[config.mk]
export PLATFORM = sky130hd
export DESIGN_NAME = uart_rx_fifo_rcv
export DESIGN_NICKNAME = d
export VERILOG_FILES = /design/src/rtl/uart_rx_fifo_rcv_pkg.sv /design/src/rtl/uart_rx_fifo_rcv_sync_fifo.sv /design/src/rtl/uart_rx_fifo_rcv.sv
export SDC_FILE = /design/constraint.sdc
export NUM_CORES = 1
export LEC_CHECK = 0
export ABC_AREA = 1
export CAP_MARGIN = 20
export CORE_MARGIN = 10
export CORE_UTILIZATION = 38
export CTS_BUF_LIST = sky130_fd_sc_hd__clkbuf_2
export CTS_CLUSTER_DIAMETER = 30
export DETAILED_ROUTE_END_ITERATION = 8
export PLACE_DENSITY_LB_ADDON = 0.2
export SLEW_MARGIN = 30
export SYNTH_ARGS = -nofsm -noshare
export SYNTH_HDL_FRONTEND = slang
export SYNTH_HIERARCHICAL = 1
export SYNTH_SLANG_ARGS = --single-unit
[constraint.sdc]
create_clock -name clk -period 3.6 [get_ports clk]
set_clock_uncertainty 0.2 [all_clocks]
set_input_delay 0.72 -clock clk [delete_from_list [all_inputs] [get_ports clk]]
set_output_delay 0.72 -clock clk [all_outputs]
set_load 0.01 [all_outputs]
[src/rtl/uart_rx_fifo_rcv_pkg.sv]
// Shared definitions for the fpga_rx UART receiver: FSM states and default baud timing
// (the default baud timing is shared with the transmitter).
package uart_rx_fifo_rcv_pkg;

  localparam int unsigned CLK_HZ             = 24_000_000;
  localparam int unsigned BAUD               = 115_200;
  localparam int unsigned DEFAULT_BIT_CYCLES = CLK_HZ / BAUD;

  typedef enum logic [2:0] {
    ST_IDLE,
    ST_START,
    ST_DATA,
    ST_PARITY,
    ST_STOP,
    ST_WAIT_HIGH
  } rx_state_t;

endpackage

[src/rtl/uart_rx_fifo_rcv_sync_fifo.sv]
// Show-ahead synchronous FIFO: registered storage, wrapping pointers and a separate
// occupancy count. A push into a full FIFO is accepted only when a pop frees a slot.
module sync_fifo #(
  parameter int unsigned WIDTH      = 8,
  parameter int unsigned DEPTH_LOG2 = 2
) (
  input  logic             clk,
  input  logic             rst,
  input  logic             push,
  input  logic [WIDTH-1:0] push_data,
  input  logic             pop,
  output logic [WIDTH-1:0] pop_data,
  output logic             valid,
  output logic             overrun
);

  localparam int unsigned            DEPTH    = 1 << DEPTH_LOG2;
  localparam logic [DEPTH_LOG2-1:0]  PTR_ONE  = 1;
  localparam logic [DEPTH_LOG2:0]    CNT_ONE  = 1;
  localparam logic [DEPTH_LOG2:0]    CNT_FULL = DEPTH[DEPTH_LOG2:0];

  logic [WIDTH-1:0]      mem [DEPTH];
  logic [DEPTH_LOG2-1:0] wr_ptr;
  logic [DEPTH_LOG2-1:0] rd_ptr;
  logic [DEPTH_LOG2:0]   count;
  logic                  empty;
  logic                  full;
  logic                  pop_ok;
  logic                  push_ok;

  always_comb begin
    empty    = (count == '0);
    full     = (count == CNT_FULL);
    pop_ok   = pop && !empty;
    push_ok  = push && (!full || pop_ok);
    overrun  = push && full && !pop_ok;
    valid    = !empty;
    pop_data = mem[rd_ptr];
  end

  always_ff @(posedge clk) begin
    if (rst) begin
      mem    <= '{default: '0};
      wr_ptr <= '0;
      rd_ptr <= '0;
      count  <= '0;
    end else begin
      if (push_ok) begin
        mem[wr_ptr] <= push_data;
        wr_ptr      <= wr_ptr + PTR_ONE;
      end
      if (pop_ok) rd_ptr <= rd_ptr + PTR_ONE;
      case ({push_ok, pop_ok})
        2'b10:   count <= count + CNT_ONE;
        2'b01:   count <= count - CNT_ONE;
        default: count <= count;
      endcase
    end
  end

endmodule

[src/rtl/uart_rx_fifo_rcv.sv]
// UART receiver on fpga_rx (8N1, or 8E1 when UART_RX_PARITY_EN is defined), mid-bit
// sampling, feeding a show-ahead FIFO popped with a valid/ready handshake.
module uart_rx_fifo_rcv
  import uart_rx_fifo_rcv_pkg::*;
#(
  parameter int unsigned BIT_CYCLES      = DEFAULT_BIT_CYCLES,
  parameter int unsigned FIFO_DEPTH_LOG2 = 2
) (
  input  logic       clk,
  input  logic       rst,
  input  logic       fpga_rx,
  output logic [7:0] rx_data,
  output logic       rx_valid,
  input  logic       rx_ready,
  output logic       frame_err,
  output logic       overrun,
  output logic       rx_busy
`ifdef UART_RX_PARITY_EN
  ,
  output logic       parity_err
`endif
);

  localparam logic [15:0] HALF_LOAD = 16'(BIT_CYCLES / 2 - 1);
  localparam logic [15:0] FULL_LOAD = 16'(BIT_CYCLES - 1);

  rx_state_t   state, state_n;
  logic        rx_meta, rxd_s;
  logic [15:0] cnt, cnt_n;
  logic [2:0]  bit_idx, bit_idx_n;
  logic [7:0]  shreg, shreg_n;
  logic        push;
  logic        tick;
`ifdef UART_RX_PARITY_EN
  logic        par_bad, par_bad_n;
`endif

  always_ff @(posedge clk) begin
    if (rst) begin
      rx_meta <= 1'b1;
      rxd_s   <= 1'b1;
      state   <= ST_IDLE;
      cnt     <= '0;
      bit_idx <= '0;
      shreg   <= '0;
`ifdef UART_RX_PARITY_EN
      par_bad <= 1'b0;
`endif
    end else begin
      rx_meta <= fpga_rx;
      rxd_s   <= rx_meta;
      state   <= state_n;
      cnt     <= cnt_n;
      bit_idx <= bit_idx_n;
      shreg   <= shreg_n;
`ifdef UART_RX_PARITY_EN
      par_bad <= par_bad_n;
`endif
    end
  end

  always_comb begin
    state_n   = state;
    cnt_n     = cnt;
    bit_idx_n = bit_idx;
    shreg_n   = shreg;
    push      = 1'b0;
    frame_err = 1'b0;
    tick      = (cnt == '0);
`ifdef UART_RX_PARITY_EN
    par_bad_n  = par_bad;
    parity_err = 1'b0;
`endif
    case (state)
      ST_IDLE: begin
        if (!rxd_s) begin
          cnt_n   = HALF_LOAD;
          state_n = ST_START;
        end
      end
      ST_START: begin
        if (!tick) begin
          cnt_n = cnt - 16'd1;
        end else if (!rxd_s) begin
          cnt_n     = FULL_LOAD;
          bit_idx_n = '0;
          state_n   = ST_DATA;
        end else begin
          state_n = ST_IDLE;
        end
      end
      ST_DATA: begin
        if (!tick) begin
          cnt_n = cnt - 16'd1;
        end else begin
          shreg_n = {rxd_s, shreg[7:1]};
          cnt_n   = FULL_LOAD;
          if (bit_idx == 3'd7) begin
`ifdef UART_RX_PARITY_EN
            state_n = ST_PARITY;
`else
            state_n = ST_STOP;
`endif
          end else begin
            bit_idx_n = bit_idx + 3'd1;
          end
        end
      end
`ifdef UART_RX_PARITY_EN
      ST_PARITY: begin
        if (!tick) begin
          cnt_n = cnt - 16'd1;
        end else begin
          par_bad_n = (^shreg) ^ rxd_s;
          cnt_n     = FULL_LOAD;
          state_n   = ST_STOP;
        end
      end
`endif
      ST_STOP: begin
        if (!tick) begin
          cnt_n = cnt - 16'd1;
        end else if (rxd_s) begin
          push    = 1'b1;
          state_n = ST_IDLE;
`ifdef UART_RX_PARITY_EN
          parity_err = par_bad;
`endif
        end else begin
          // bad stop bit: drop the byte and park until the line idles again
          frame_err = 1'b1;
          state_n   = ST_WAIT_HIGH;
        end
      end
      ST_WAIT_HIGH: begin
        if (rxd_s) state_n = ST_IDLE;
      end
      default: state_n = ST_IDLE;
    endcase
    rx_busy = (state != ST_IDLE);
  end

  sync_fifo #(
    .WIDTH      (8),
    .DEPTH_LOG2 (FIFO_DEPTH_LOG2)
  ) u_fifo (
    .clk       (clk),
    .rst       (rst),
    .push      (push),
    .push_data (shreg),
    .pop       (rx_ready),
    .pop_data  (rx_data),
    .valid     (rx_valid),
    .overrun   (overrun)
  );

endmodule

# Word-level counts from Yosys, hierarchy flattened
# Index checks and enable logic that the tools add are counted.
# Widths: inputs -> output; s select.
[totals] register_bits=71 input_bits=4 output_inout_bits=12 wordCells=95
[op_classes] n_addsub=6 magnitude_cmp=3 eq_ne=18 n_mux=33 bitwise=2 n_reduce_logical=20
[ops] op="$mux 16" count=5
[ops] op="$pmux 16 s4" count=1
[ops] op="$mux 3" count=11
[ops] op="$bwmux 32" count=1
[ops] op="$mux 8" count=3
[ops] op="$ne 2x2->1 const B" count=9
[ops] op="$bmux 8 s2" count=1
[ops] op="$demux 8 s2" count=1
[ops] op="$logic_not 16->1" count=1
[ops] op="$sub 16x1->16 const B" count=1
[ops] op="$pmux 3 s5" count=1
[ops] op="$eq 3x3->1 const B" count=4
[ops] op="$pmux 3 s2" count=2
[ops] op="$add 3x1->3 const B" count=2
[ops] op="$ge 3x3->1 const B" count=2
[ops] op="$logic_not 3->1" count=2
[ops] op="$mux 1" count=6
[ops] op="$not 2->3" count=2
[ops] op="$reduce_and 6->1" count=1
[ops] op="$logic_and 1x1->1" count=5
[ops] op="$reduce_and 5->1" count=1
[ops] op="$add 2x1->2 const B" count=2
[ops] op="$reduce_and 4->1" count=1
[ops] op="$reduce_bool 2->1" count=2
[ops] op="13 further kinds" count=15

# Depth between registers and ports, before layout
# Gate-level depths: netlist (run 1).
[logic_depth] depth_word=7 ltp_mapped=16 ltp_nobuf=15

# Hierarchy
# Netlist (run 1), hierarchy kept.
[by_module_without_submodules] mod="sync_fifo" instances=1 cells_each=352 area_each_um2=2316.0 seq_area_each_um2=780.7
[by_module_without_submodules] mod="uart_rx_fifo_rcv" instances=1 cells_each=268 area_each_um2=1739.2 seq_area_each_um2=640.6

# Least setup slack after synthesis (run 1)
# Ideal clock, no wire load.
[synth_path] path_kind="reg2out" start="reg cnt[0]" end="out overrun" arrival_time_ns=1.909 t_required_ns=2.680 path_slack_ns=0.771 stages_incl_launch_ff=11 n_path_buf=2 cell_sequence="dfxtp_1 > inv_1 > ha_1 > nand2_1 > nor2_4 > nand2_2 > nor3_1 > buf_4 > buf_4 > inv_1 > nor2_1"
[synth_via] elab_chain_len=5
[synth_rtl] item="from (decl)" line_no="uart_rx_fifo_rcv.sv:29" source="logic [15:0] cnt, cnt_n;"
[synth_rtl] item="from (signal assigned)" line_no="uart_rx_fifo_rcv.sv:53" source="cnt <= cnt_n;"
[synth_rtl] item="$logic_not 16->1" line_no="uart_rx_fifo_rcv.sv:69" source="tick = (cnt == '0);"
[synth_rtl] item="$mux 1" line_no="uart_rx_fifo_rcv.sv:121" source="if (!tick) begin"
[synth_rtl] item="$mux 1" line_no="uart_rx_fifo_rcv.sv:74" source="case (state)"
[synth_rtl] item="named net push" line_no="uart_rx_fifo_rcv.sv:32" source="logic push;"
[synth_rtl] item="$logic_and 1x1->1 (2 in series)" line_no="uart_rx_fifo_rcv_sync_fifo.sv:36" source="overrun = push && full && !pop_ok;"
[synth_rtl] item="to (decl)" line_no="uart_rx_fifo_rcv.sv:16" source="output logic overrun,"
# The timed path passes the listed nets, and every way through them passes these cells.

# Final worst setup path (run 1)
[layout_path] start="reg u_fifo.rd_ptr[0]" end="out rx_data[1]"
[layout_via] elab_chain_len=4
[layout_rtl] item="from (decl)" line_no="uart_rx_fifo_rcv_sync_fifo.sv:24" source="logic [DEPTH_LOG2-1:0] rd_ptr;"
[layout_rtl] item="from (signal assigned)" line_no="uart_rx_fifo_rcv_sync_fifo.sv:52" source="if (pop_ok) rd_ptr <= rd_ptr + PTR_ONE;"
[layout_rtl] item="$not 2->3 (implied by the code)" line_no="uart_rx_fifo_rcv_sync_fifo.sv:38" source="pop_data = mem[rd_ptr];"
[layout_rtl] item="$bmux 8 s2" line_no="uart_rx_fifo_rcv_sync_fifo.sv:38"
[layout_rtl] item="$mux 8 (implied by the code) (2 in series)" line_no="uart_rx_fifo_rcv_sync_fifo.sv:38"
[layout_rtl] item="to (decl)" line_no="uart_rx_fifo_rcv.sv:12" source="output logic [7:0] rx_data,"
# No other way between the ends. The select of a mux whose other input is x is not followed.

==> results of run 1 <==
## power breakdown
part	total (uW)	internal (uW)	switching, uW
clock network	454	159	295
registers	1050	921	131
logic	1710	567	1140
total	3220	1650	1570
## kinds of logic (layout without fill, tap and decap cells)
kind of cell | Yosys count | in the layout | share of synthesized area
AO/OA/AOI/OAI | 81 | 81 | 0.1012
XOR/XNOR | 4 | 4 | 0.008641
adder cells (fa/ha/maj) | 10 | 10 | 0.03271
buffers and inverters | 141 | 155 | 0.1459
flip-flops | 71 | 71 | 0.3505
AND/OR/NAND/NOR | 313 | 313 | 0.3610
## repair_timing
action	4_1_cts	5_1_grt
buffers inserted	0	0
resized for setup	0	3
setup endpoints to repair	0	9
## synth_stat cells
cell,instances,area share
xnor2_1,2,0.0043
nor2_2,31,0.048
ha_1,9,0.028
o211a_1,1,0.0025
or2_2,3,0.0046
clkinv_1,1,0.00092
nand2_2,2,0.0031
nand3_1,25,0.031
nand4_1,33,0.051
buf_4,4,0.0074
o21ai_0,26,0.032
xor2_1,2,0.0043
buf_1,2,0.0019
dfxtp_1,71,0.35
nand2_4,1,0.0028
inv_1,109,0.10
nand3_2,3,0.0074
nand4_2,1,0.0031
buf_6,5,0.014
buf_2,8,0.0099
nor2_1,57,0.053
a21oi_1,47,0.058
inv_2,8,0.0074
nor2_4,3,0.0083
o21ai_1,7,0.0086
nor3_1,9,0.011
nand2_1,143,0.13
nand3_4,1,0.0043
fa_1,1,0.0049
and2_1,1,0.0015
clkbuf_1,4,0.0037
## through the flow
step / total power (uW) / std cells
floorplan: 2377 / 620
global placement: 2728 / 753
detailed placement: 2766 / 753
CTS: 3234 / 769
global route: 3545 / 770
finish: 3217 / 770
## cell type report
type	instances	area, um2	share of cell area
timing repair buffer	20	190.2	0.04329
multi-input combinational	408	2047	0.4660
clock buffer	10	50.05	0.01139
clock inverter	6	61.31	0.01396
timing repair inverter	1	5.005	0.001139
inverter	118	446.7	0.1017
tap	136	170.2	0.03874
sequential	71	1423	0.3238
## metal layers
metal,up-vias,GRT usage,part of all wire
met5,-,0,0
met4,0,0.04003,0.0092
met3,8,0.03601,0.058
met2,75,0.2107,0.46
met1,1598,0.1667,0.47
li1,1952,-,-
## how the worst max path moves through the flow
stage,startpoint,to,cells past startpoint
floorplan,cnt[0],overrun,10
global placement,rx_ready,overrun,5
detailed placement,rx_ready,overrun,5
CTS,u_fifo/rd_ptr[0],rx_data[7],5
global route,u_fifo/rd_ptr[0],rx_data[7],5
finish,u_fifo/rd_ptr[0],rx_data[1],4
## state kept, by name, summed over array words and instances (netlist names)
register,count
cnt,16
u_fifo/count,3
u_fifo/rd_ptr,2
u_fifo/mem,32
rxd_s,1
rx_meta,1
u_fifo/wr_ptr,2
bit_idx,3
state,3
shreg,8
==> impl_metrics.prom, run 1 <==
# TYPE chip_impl_metric gauge
chip_impl_metric{name="vdd_ir_drop_max",unit="mV"} 0.3905
chip_impl_metric{name="timing.final.hold_violations",unit=""} 0
chip_impl_metric{name="detail-route-antenna-nets",unit=""} 0
chip_impl_metric{name="power_leakage",unit="uW"} 0.001962
chip_impl_metric{name="grt_antenna_before_repair",unit=""} 0
chip_impl_metric{name="max_slew.worst_pin.slew",unit="ns"} 0.5264
chip_impl_metric{name="final_antenna_diode_count",unit=""} 0
chip_impl_metric{name="crit_path_max_incr_delay",unit="ns"} 0.53
chip_impl_metric{name="drc",unit=""} 0
chip_impl_metric{name="fmaxAchievable",unit="GHz"} 0.3104
chip_impl_metric{name="dp_hpwl",unit="um"} 6691
chip_impl_metric{name="synth.ff_latch_count",unit=""} 71
chip_impl_metric{name="tritoncts.num_buffers",unit=""} 9
chip_impl_metric{name="die_w",unit="um"} 123.3
chip_impl_info{name="critical_path.endpoint_type",value="output pin"} 1
chip_impl_metric{name="seq_area_frac_synth",unit=""} 0.3505
chip_impl_metric{name="fin_worst_hold_slack",unit="ns"} 0.2555
chip_impl_metric{name="detailedRoute.firstIterationViolations",unit=""} 219
chip_impl_metric{name="worst_hold_path.num_cells",unit=""} 1
chip_impl_metric{name="die_h",unit="um"} 123.3
chip_impl_metric{name="worst-endpoint-arrival",unit="ns"} 2.30
chip_impl_metric{name="core_area",unit="um2"} 10370
chip_impl_info{name="critical-path-top-delay-family",value="buffers and inverters"} 1
chip_impl_info{name="worstPathCellList",value="clkinvlp_2, a21oi_1, a21oi_1, clkdlybuf4s50_1"} 1
chip_impl_metric{name="r2r.worst_path.cells",unit=""} 12
chip_impl_info{name="clock_tree.root_cell",value="clkbuf_2"} 1
chip_impl_info{name="r2r-start",value="cnt[0]"} 1
chip_impl_metric{name="floorplan.die_area",unit="um2"} 15200
chip_impl_metric{name="syn-num-nets",unit=""} 634
chip_impl_metric{name="power_density",unit="nW/um2"} 732.3
chip_impl_metric{name="final.period_utilization",unit=""} 0.8948
chip_impl_metric{name="syn-mean-instance-area",unit="um2"} 6.541
chip_impl_metric{name="grt_pass1_wl",unit="um"} 16040
chip_impl_info{name="cp-start-kind",value="flop"} 1
chip_impl_metric{name="layout_setup_ws",unit="ns"} 0.3786
chip_impl_metric{name="finalWeightedCongestion",unit=""} 0.8186
chip_impl_metric{name="r2r_slack",unit="ns"} 0.65
chip_impl_metric{name="std_cell_rows",unit=""} 37
chip_impl_metric{name="dp_worst_setup_slack",unit="ns"} 0.5646
chip_impl_metric{name="clock_path_buffers",unit=""} 2
chip_impl_metric{name="slew_headroom",unit=""} 0.6486
chip_impl_metric{name="drive_gt1_frac",unit=""} 0.1199
chip_impl_metric{name="timing.critical_path.buf_inv",unit=""} 2
chip_impl_metric{name="detail_route.vias_per_cell",unit=""} 4.718
chip_impl_info{name="cpMostUsedCell",value="a21oi_1"} 1
chip_impl_metric{name="ioPinCount",unit=""} 16
chip_impl_metric{name="syn-cell-area",unit="um2"} 4055
chip_impl_metric{name="fill_cells",unit=""} 1107
chip_impl_metric{name="final_nets",unit=""} 643
chip_impl_metric{name="maxSlewViolCount",unit=""} 0
chip_impl_info{name="tritoncts",value="done"} 1
chip_impl_info{name="timing.hold.worst_endpoint",value="rxd_s"} 1
chip_impl_metric{name="cts_h_tree_depth",unit=""} 3
chip_impl_metric{name="grt_max_degree",unit=""} 40
chip_impl_metric{name="route.final.wire_length",unit="um"} 9769
chip_impl_info{name="status",value="finished, final reports clean"} 1
chip_impl_info{name="most-common-layout-cells",value="nand2_1, inv_1, dfxtp_1"} 1
chip_impl_metric{name="fin_util",unit=""} 0.4236
chip_impl_metric{name="synth_cells",unit=""} 620
chip_impl_metric{name="postPlaceCellArea",unit="um2"} 4269
chip_impl_metric{name="ys.warnings.count",unit=""} 6
chip_impl_info{name="critPathKind",value="flop to output pin"} 1
chip_impl_metric{name="post_synth_num_cell_types",unit=""} 31
chip_impl_info{name="hold_path.class",value="flop to flop"} 1
chip_impl_info{name="most_common_library_cell_in_the_layout_ignoring_fill_and_taps",value="nand2_1"} 1
chip_impl_info{name="grt_setup_unrepaired",value="false"} 1
chip_impl_metric{name="grt_overflow_total",unit=""} 0
chip_impl_metric{name="finalWorstPathRequiredPeriod",unit="ns"} 3.221
chip_impl_metric{name="clkTransAtPathRegs",unit="ns"} 0.18
chip_impl_metric{name="fin_setup_tns",unit="ns"} 0
chip_impl_metric{name="drt_first_pass_iters",unit=""} 5
chip_impl_metric{name="worstSkewPairLatency",unit="ns"} 0.51
chip_impl_metric{name="hold_buf_cts",unit=""} 0
chip_impl_metric{name="setup_viol",unit=""} 0
chip_impl_info{name="rr_endpoint",value="u_fifo/count[1]"} 1
chip_impl_metric{name="synthToLayoutAreaGrowth",unit="%"} 8.331
chip_impl_metric{name="port_buffers",unit=""} 15
chip_impl_metric{name="cts.sink_count",unit=""} 71
chip_impl_metric{name="detail_route.wl_per_cell",unit="um"} 12.69
chip_impl_metric{name="max-cap-violations",unit=""} 0
chip_impl_info{name="start_point_of_the_worst_hold_path",value="rx_meta"} 1
chip_impl_metric{name="num_vias",unit=""} 3633
chip_impl_metric{name="worst-endpoint-required",unit="ns"} 2.68
chip_impl_metric{name="final_cell_area",unit="um2"} 4393
chip_impl_metric{name="crit_fanout",unit=""} 12
chip_impl_info{name="cpMaxStageDelayCell",value="dfxtp_2"} 1
chip_impl_metric{name="grt_use_total",unit=""} 0.1308
chip_impl_metric{name="initial_core_util",unit=""} 0.3910
chip_impl_metric{name="first_global_vias",unit=""} 3376
(Power assumes the default switching activity.)
==> run 2, diff against run 1 <==
Settings changed: CTS_BUF_LIST sky130_fd_sc_hd__clkbuf_2 to sky130_fd_sc_hd__clkbuf_16, SLEW_MARGIN 30 to default.
Clock period 3.6 ns to 3 ns, I/O delays scaled along.
==> impl_metrics.prom, run 2 (synthesized netlist as in run 1, its figures left out) <==
# TYPE chip_impl_metric gauge
chip_impl_metric{name="initial_core_util",unit=""} 0.3910
chip_impl_info{name="critical_path.endpoint_type",value="output pin"} 1
chip_impl_metric{name="met2_usage",unit=""} 0.2130
chip_impl_metric{name="port_buffers",unit=""} 15
chip_impl_metric{name="setup_viol",unit=""} 0
chip_impl_metric{name="fill_cells",unit=""} 1072
chip_impl_metric{name="dp_hpwl",unit="um"} 6714
chip_impl_metric{name="drive_gt1_frac",unit=""} 0.1195
chip_impl_info{name="tritoncts",value="done"} 1
chip_impl_metric{name="slew_headroom",unit=""} 0.6199
chip_impl_metric{name="worstSkewPairLatency",unit="ns"} 0.33
chip_impl_metric{name="timing.final.hold_violations",unit=""} 0
chip_impl_metric{name="std_cell_rows",unit=""} 37
chip_impl_metric{name="clkPwrFrac",unit=""} 0.248
chip_impl_metric{name="synthToLayoutAreaGrowth",unit="%"} 13.61
chip_impl_metric{name="cts_h_tree_depth",unit=""} 3
chip_impl_metric{name="clock_path_buffers",unit=""} 2
chip_impl_metric{name="power_density",unit="nW/um2"} 966.7
chip_impl_info{name="critical-path-top-delay-family",value="buffers and inverters"} 1
chip_impl_info{name="hold_path.class",value="flop to flop"} 1
chip_impl_metric{name="vdd_ir_drop_max",unit="mV"} 0.4925
chip_impl_metric{name="flip_flop_count_of_the_largest_register_after_layout",unit=""} 32
chip_impl_metric{name="detail_route.wl_per_cell",unit="um"} 12.31
chip_impl_metric{name="fmaxAchievable",unit="GHz"} 0.3535
chip_impl_metric{name="floorplan.die_area",unit="um2"} 15200
chip_impl_metric{name="use_met3",unit=""} 0.02416
chip_impl_info{name="critPathKind",value="flop to output pin"} 1
chip_impl_metric{name="grt_overflow_total",unit=""} 0
chip_impl_metric{name="detailedRoute.firstIterationViolations",unit=""} 253
chip_impl_metric{name="cts.sink_count",unit=""} 71
chip_impl_metric{name="drt_first_pass_iters",unit=""} 5
chip_impl_metric{name="timing.critical_path.buf_inv",unit=""} 2
chip_impl_metric{name="sw_frac_of_total",unit=""} 0.4351
chip_impl_metric{name="final_nets",unit=""} 645
chip_impl_metric{name="finalWorstPathRequiredPeriod",unit="ns"} 2.828
chip_impl_metric{name="die_w",unit="um"} 123.3
chip_impl_metric{name="fin_worst_hold_slack",unit="ns"} 0.2308
chip_impl_metric{name="num_vias",unit=""} 3717
chip_impl_metric{name="drc",unit=""} 0
chip_impl_metric{name="tritoncts.num_buffers",unit=""} 9
chip_impl_metric{name="max-cap-violations",unit=""} 0
chip_impl_info{name="registers.top_by_ff_count",value="u_fifo/mem"} 1
chip_impl_metric{name="grt_use_total",unit=""} 0.1294
chip_impl_info{name="most_common_library_cell_in_the_layout_ignoring_fill_and_taps",value="nand2_1"} 1
chip_impl_metric{name="ioPinCount",unit=""} 16
chip_impl_metric{name="worst-endpoint-required",unit="ns"} 2.20
chip_impl_metric{name="max_slew.worst_pin.slew",unit="ns"} 0.5695
chip_impl_metric{name="maxSlewViolCount",unit=""} 0
chip_impl_metric{name="fin_setup_tns",unit="ns"} 0
chip_impl_metric{name="grt_pass1_wl",unit="um"} 15850
chip_impl_metric{name="detail_route.vias_per_cell",unit=""} 4.815
chip_impl_info{name="status",value="finished, final reports clean"} 1
chip_impl_metric{name="crit_fanout",unit=""} 4
chip_impl_metric{name="crit_path_max_incr_delay",unit="ns"} 0.56
chip_impl_metric{name="route.final.wire_length",unit="um"} 9504
chip_impl_metric{name="finish.cell_count_without_fillers",unit=""} 772
chip_impl_metric{name="core_area",unit="um2"} 10370
chip_impl_metric{name="seq_power_share",unit=""} 0.281
chip_impl_info{name="clock_tree.root_cell",value="clkbuf_16"} 1
chip_impl_metric{name="grt_use_met1",unit=""} 0.1599
chip_impl_info{name="most-common-layout-cells",value="nand2_1, inv_1, dfxtp_1"} 1
chip_impl_info{name="cpMostUsedCell",value="nand2_1"} 1
chip_impl_metric{name="finalWeightedCongestion",unit=""} 0.8227
chip_impl_metric{name="first_global_vias",unit=""} 3357
chip_impl_info{name="grt_setup_unrepaired",value="false"} 1
chip_impl_metric{name="power.switching",unit="uW"} 1938
chip_impl_info{name="cpMaxStageDelayCell",value="clkdlybuf4s50_1"} 1
chip_impl_metric{name="dpl.cell_count",unit=""} 754
chip_impl_metric{name="grt_max_degree",unit=""} 39
chip_impl_metric{name="die_h",unit="um"} 123.3
chip_impl_info{name="leading_registers_by_flop_count",value="u_fifo/mem (32), cnt (16), shreg (8)"} 1
chip_impl_metric{name="power.internal",unit="uW"} 2516
chip_impl_info{name="grt_busiest_layer",value="met2"} 1
chip_impl_metric{name="final_antenna_diode_count",unit=""} 0
chip_impl_metric{name="detail-route-antenna-nets",unit=""} 0
chip_impl_metric{name="power.combinational.fraction",unit=""} 0.471
chip_impl_metric{name="clkTransAtPathRegs",unit="ns"} 0.06
chip_impl_metric{name="final.period_utilization",unit=""} 0.9428
chip_impl_info{name="cp-start-kind",value="flop"} 1
chip_impl_metric{name="power_leakage",unit="uW"} 0.002053
chip_impl_info{name="worstPathCellList",value="nor2_2, nand2_1, inv_1, nand2_1, nor2_1, clkdlybuf4s50_1"} 1
chip_impl_metric{name="grt_antenna_before_repair",unit=""} 0
chip_impl_metric{name="worst-endpoint-arrival",unit="ns"} 2.03
[run 2: power groups by stage]
stage / Combinational (uW) / Sequential, uW / Clock (uW)
5_1_grt: 2400 / 1280 / 1170
2_1_floorplan: 1620 / 1230 / 0
3_5_place_dp: 2060 / 1260 / 0
6_report: 2100 / 1250 / 1100
3_3_place_gp: 2050 / 1250 / 0
4_1_cts: 2090 / 1240 / 1130
[run 2: path summary, 6_finish.rpt]
check	from	endpoint	slack (ns)	depth (start not counted)
worst max-delay path	state[0]	frame_err	0.17	6
worst min-delay path	rx_meta	rxd_s	0.23	1
worst max register to register	cnt[0]	u_fifo/mem[28]	0.39	11
worst min register to register	rx_meta	rxd_s	0.23	1
[run 2: layout make-up]
class,instances,area (um2),area share
multi-input cells,408,2053,0.4457
flip-flops and latches,71,1423,0.3088
clock inverters,7,80.08,0.01738
repair buffers,22,201.4,0.04373
well taps,136,170.2,0.03694
repair inverters,1,7.507,0.001630
inverters,118,446.7,0.09696
clock buffers,9,225.2,0.04889
[run 2: per-layer routing]
metal,share of wire,wire [um]
met1,0.46,4391
met2,0.47,4464
met3,0.052,495
met4,0.016,153
met5,0,0
[run 2: timing repair]
| item | 4_1_cts | 5_1_grt |
|---|---|---|
| cloned | 0 | 1 |
| endpoints found under the hold margin | 0 | 0 |
| endpoints found under the setup margin | 1 | 8 |
| hold buffers | 0 | 0 |
| setup buffers | 0 | 1 |
| gates resized for setup | 2 | 3 |
[run 2: stage by stage]
stage | worst slack (ns) | util | area [um2] | power (uW)
2_1_floorplan | 0.2907 | - | 4055 | 2852
3_3_place_gp | 0.1950 | 0.4124 | 4277 | 3300
3_5_place_dp | 0.1844 | 0.4124 | 4277 | 3323
4_1_cts | 0.01681 | 0.4423 | 4587 | 4459
5_1_grt | 0.03884 | 0.4443 | 4607 | 4837
6_report | 0.1715 | 0.4443 | 4607 | 4453
==> run 3, diff against run 2 <==
Settings changed: RECOVER_POWER from default to 50.
==> impl_metrics.prom, run 3 (synthesized netlist as in run 1, its figures left out) <==
# TYPE chip_impl_metric gauge
chip_impl_metric{name="grt_pass1_wl",unit="um"} 15850
chip_impl_metric{name="power_leakage",unit="uW"} 0.002053
chip_impl_metric{name="r2r_slack",unit="ns"} 0.40
chip_impl_metric{name="die_h",unit="um"} 123.3
chip_impl_info{name="worstPathCellList",value="inv_1, ha_1, nand2_1, nor2_4, nand2_2, nor2_1, clkdlybuf4s50_1"} 1
chip_impl_metric{name="first_global_vias",unit=""} 3357
chip_impl_info{name="rr_endpoint",value="u_fifo/mem[9]"} 1
chip_impl_metric{name="worst-endpoint-arrival",unit="ns"} 2.03
chip_impl_metric{name="num_vias",unit=""} 3740
chip_impl_metric{name="flip_flop_count_of_the_largest_register_after_layout",unit=""} 32
chip_impl_metric{name="detailedRoute.firstIterationViolations",unit=""} 274
chip_impl_metric{name="core_area",unit="um2"} 10370
chip_impl_metric{name="grt_antenna_before_repair",unit=""} 0
chip_impl_info{name="leading_registers_by_flop_count",value="u_fifo/mem (32), cnt (16), shreg (8)"} 1
chip_impl_metric{name="max-cap-violations",unit=""} 0
chip_impl_info{name="status",value="finished, final reports clean"} 1
chip_impl_metric{name="hold_buf_cts",unit=""} 0
chip_impl_metric{name="finalWorstPathRequiredPeriod",unit="ns"} 2.834
chip_impl_metric{name="detail-route-antenna-nets",unit=""} 0
chip_impl_metric{name="timing.final.hold_violations",unit=""} 0
chip_impl_metric{name="timing.critical_path.buf_inv",unit=""} 2
chip_impl_metric{name="final.period_utilization",unit=""} 0.9446
chip_impl_metric{name="drt_first_pass_iters",unit=""} 5
chip_impl_metric{name="grt_max_degree",unit=""} 39
chip_impl_metric{name="fin_worst_hold_slack",unit="ns"} 0.2304
chip_impl_info{name="tritoncts",value="done"} 1
chip_impl_info{name="r2r-start",value="cnt[0]"} 1
chip_impl_metric{name="fill_cells",unit=""} 1083
chip_impl_info{name="critical_path.startpoint",value="cnt[0]"} 1
chip_impl_metric{name="initial_core_util",unit=""} 0.3910
chip_impl_metric{name="cts_h_tree_depth",unit=""} 3
chip_impl_info{name="most_common_library_cell_in_the_layout_ignoring_fill_and_taps",value="nand2_1"} 1
chip_impl_metric{name="route.final.wire_length",unit="um"} 9509
chip_impl_metric{name="final_nets",unit=""} 645
chip_impl_info{name="critPathKind",value="flop to output pin"} 1
chip_impl_metric{name="worstSkewPairLatency",unit="ns"} 0.34
chip_impl_metric{name="crit_fanout",unit=""} 8
chip_impl_metric{name="cts.sink_count",unit=""} 71
chip_impl_info{name="hold_path.class",value="flop to flop"} 1
chip_impl_info{name="cpMaxStageDelayCell",value="clkdlybuf4s50_1"} 1
chip_impl_metric{name="fmaxAchievable",unit="GHz"} 0.3529
chip_impl_info{name="setup.worst_path.end",value="frame_err"} 1
chip_impl_metric{name="fin_setup_tns",unit="ns"} 0
chip_impl_metric{name="max_slew.worst_pin.slew",unit="ns"} 0.7239
chip_impl_metric{name="setup_viol",unit=""} 0
chip_impl_metric{name="grt_overflow_total",unit=""} 0
chip_impl_metric{name="ioPinCount",unit=""} 16
chip_impl_metric{name="final_antenna_diode_count",unit=""} 0
chip_impl_metric{name="tritoncts.num_buffers",unit=""} 9
chip_impl_metric{name="floorplan.die_area",unit="um2"} 15200
chip_impl_info{name="grt_setup_unrepaired",value="false"} 1
chip_impl_metric{name="vdd_ir_drop_max",unit="mV"} 0.4784
chip_impl_metric{name="finish.cell_count_without_fillers",unit=""} 772
chip_impl_metric{name="maxSlewViolCount",unit=""} 0
chip_impl_metric{name="r2r.worst_path.cells",unit=""} 11
chip_impl_metric{name="power_density",unit="nW/um2"} 956.4
chip_impl_metric{name="dp_hpwl",unit="um"} 6714
chip_impl_metric{name="clkTransAtPathRegs",unit="ns"} 0.06
chip_impl_metric{name="grt_use_total",unit=""} 0.1294
chip_impl_info{name="registers.top_by_ff_count",value="u_fifo/mem"} 1
chip_impl_metric{name="std_cell_rows",unit=""} 37
chip_impl_metric{name="clock_path_buffers",unit=""} 2
chip_impl_metric{name="worstSetupPathDepth",unit=""} 7
chip_impl_metric{name="slew_headroom",unit=""} 0.5174
chip_impl_info{name="critical_path.endpoint_type",value="output pin"} 1
chip_impl_info{name="cp-start-kind",value="flop"} 1
chip_impl_metric{name="synthToLayoutAreaGrowth",unit="%"} 12.59
chip_impl_metric{name="drc",unit=""} 0
chip_impl_metric{name="worst-endpoint-required",unit="ns"} 2.20
chip_impl_info{name="critical-path-top-delay-family",value="buffers and inverters"} 1
chip_impl_metric{name="port_buffers",unit=""} 15
chip_impl_metric{name="crit_path_max_incr_delay",unit="ns"} 0.56
chip_impl_metric{name="dpl.cell_count",unit=""} 754
chip_impl_metric{name="detail_route.wl_per_cell",unit="um"} 12.32
chip_impl_info{name="most-common-layout-cells",value="nand2_1, inv_1, dfxtp_1"} 1
chip_impl_metric{name="fin_util",unit=""} 0.4403
chip_impl_metric{name="drive_gt1_frac",unit=""} 0.1038
chip_impl_info{name="clock_tree.root_cell",value="clkbuf_16"} 1
chip_impl_metric{name="detail_route.vias_per_cell",unit=""} 4.845
chip_impl_metric{name="finalWeightedCongestion",unit=""} 0.8227
chip_impl_metric{name="die_w",unit="um"} 123.3
## run 3: how the worst min path moves through the flow
stage / endpoint / slack [ns] / startpoint / depth (start not counted)
after floorplan: rxd_s / 0.19 / rx_meta / 1
after global placement: rxd_s / 0.22 / rx_meta / 1
after detailed placement: rxd_s / 0.22 / rx_meta / 1
after CTS: rxd_s / 0.24 / rx_meta / 1
after global routing: rxd_s / 0.26 / rx_meta / 1
final: rxd_s / 0.23 / rx_meta / 1
## run 3: power by group
| part | internal (uW) | total, uW | switching (uW) |
|---|---|---|---|
| Sequential | 1110 | 1250 | 142 |
| Clock | 714 | 1100 | 389 |
| Combinational | 659 | 2020 | 1360 |
## run 3: cell type report
class | instances | area (um2) | area share
clock buffer | 9 | 225.2 | 0.04933
clock inverter | 7 | 80.08 | 0.01754
inverter | 118 | 446.7 | 0.09783
multi-input combinational | 408 | 2018 | 0.4420
sequential | 71 | 1423 | 0.3116
tap | 136 | 170.2 | 0.03727
timing repair buffer | 22 | 195.2 | 0.04275
timing repair inverter | 1 | 7.507 | 0.001644
## run 3: routing by layer
layer	routed length, um	track usage
met4	162	0.06114
met2	4449	0.2130
met1	4360	0.1599
met3	537	0.02416
met5	0	0
## run 3: what timing repair did
action                                  CTS  global route
endpoints found under the setup margin    1             8
buffers inserted                          0             1
resized for setup                         2             3
hold endpoints to repair                  0             0
cloned                                    0             1
## run 3: worst reg2reg max path, cell delays in order, from the launching register on
cell and delay, ns:
dfxtp_1 0.32, inv_1 0.11, ha_1 0.18, nand2_1 0.09
nor2_4 0.15, nand2_2 0.15, nor3_4 0.18, buf_4 0.37
nand3_1 0.46, nand2_1 0.17, inv_1 0.07, nor2_2 0.09
## run 3: stage by stage
stage / total power [uW] / area (um2) / worst slack, ns
finish: 4367 / 4566 / 0.1662
global route: 4754 / 4566 / 0.03884
CTS: 4459 / 4587 / 0.01681
detailed placement: 3323 / 4277 / 0.1844
global placement: 3300 / 4277 / 0.1950
floorplan: 2852 / 4055 / 0.2907
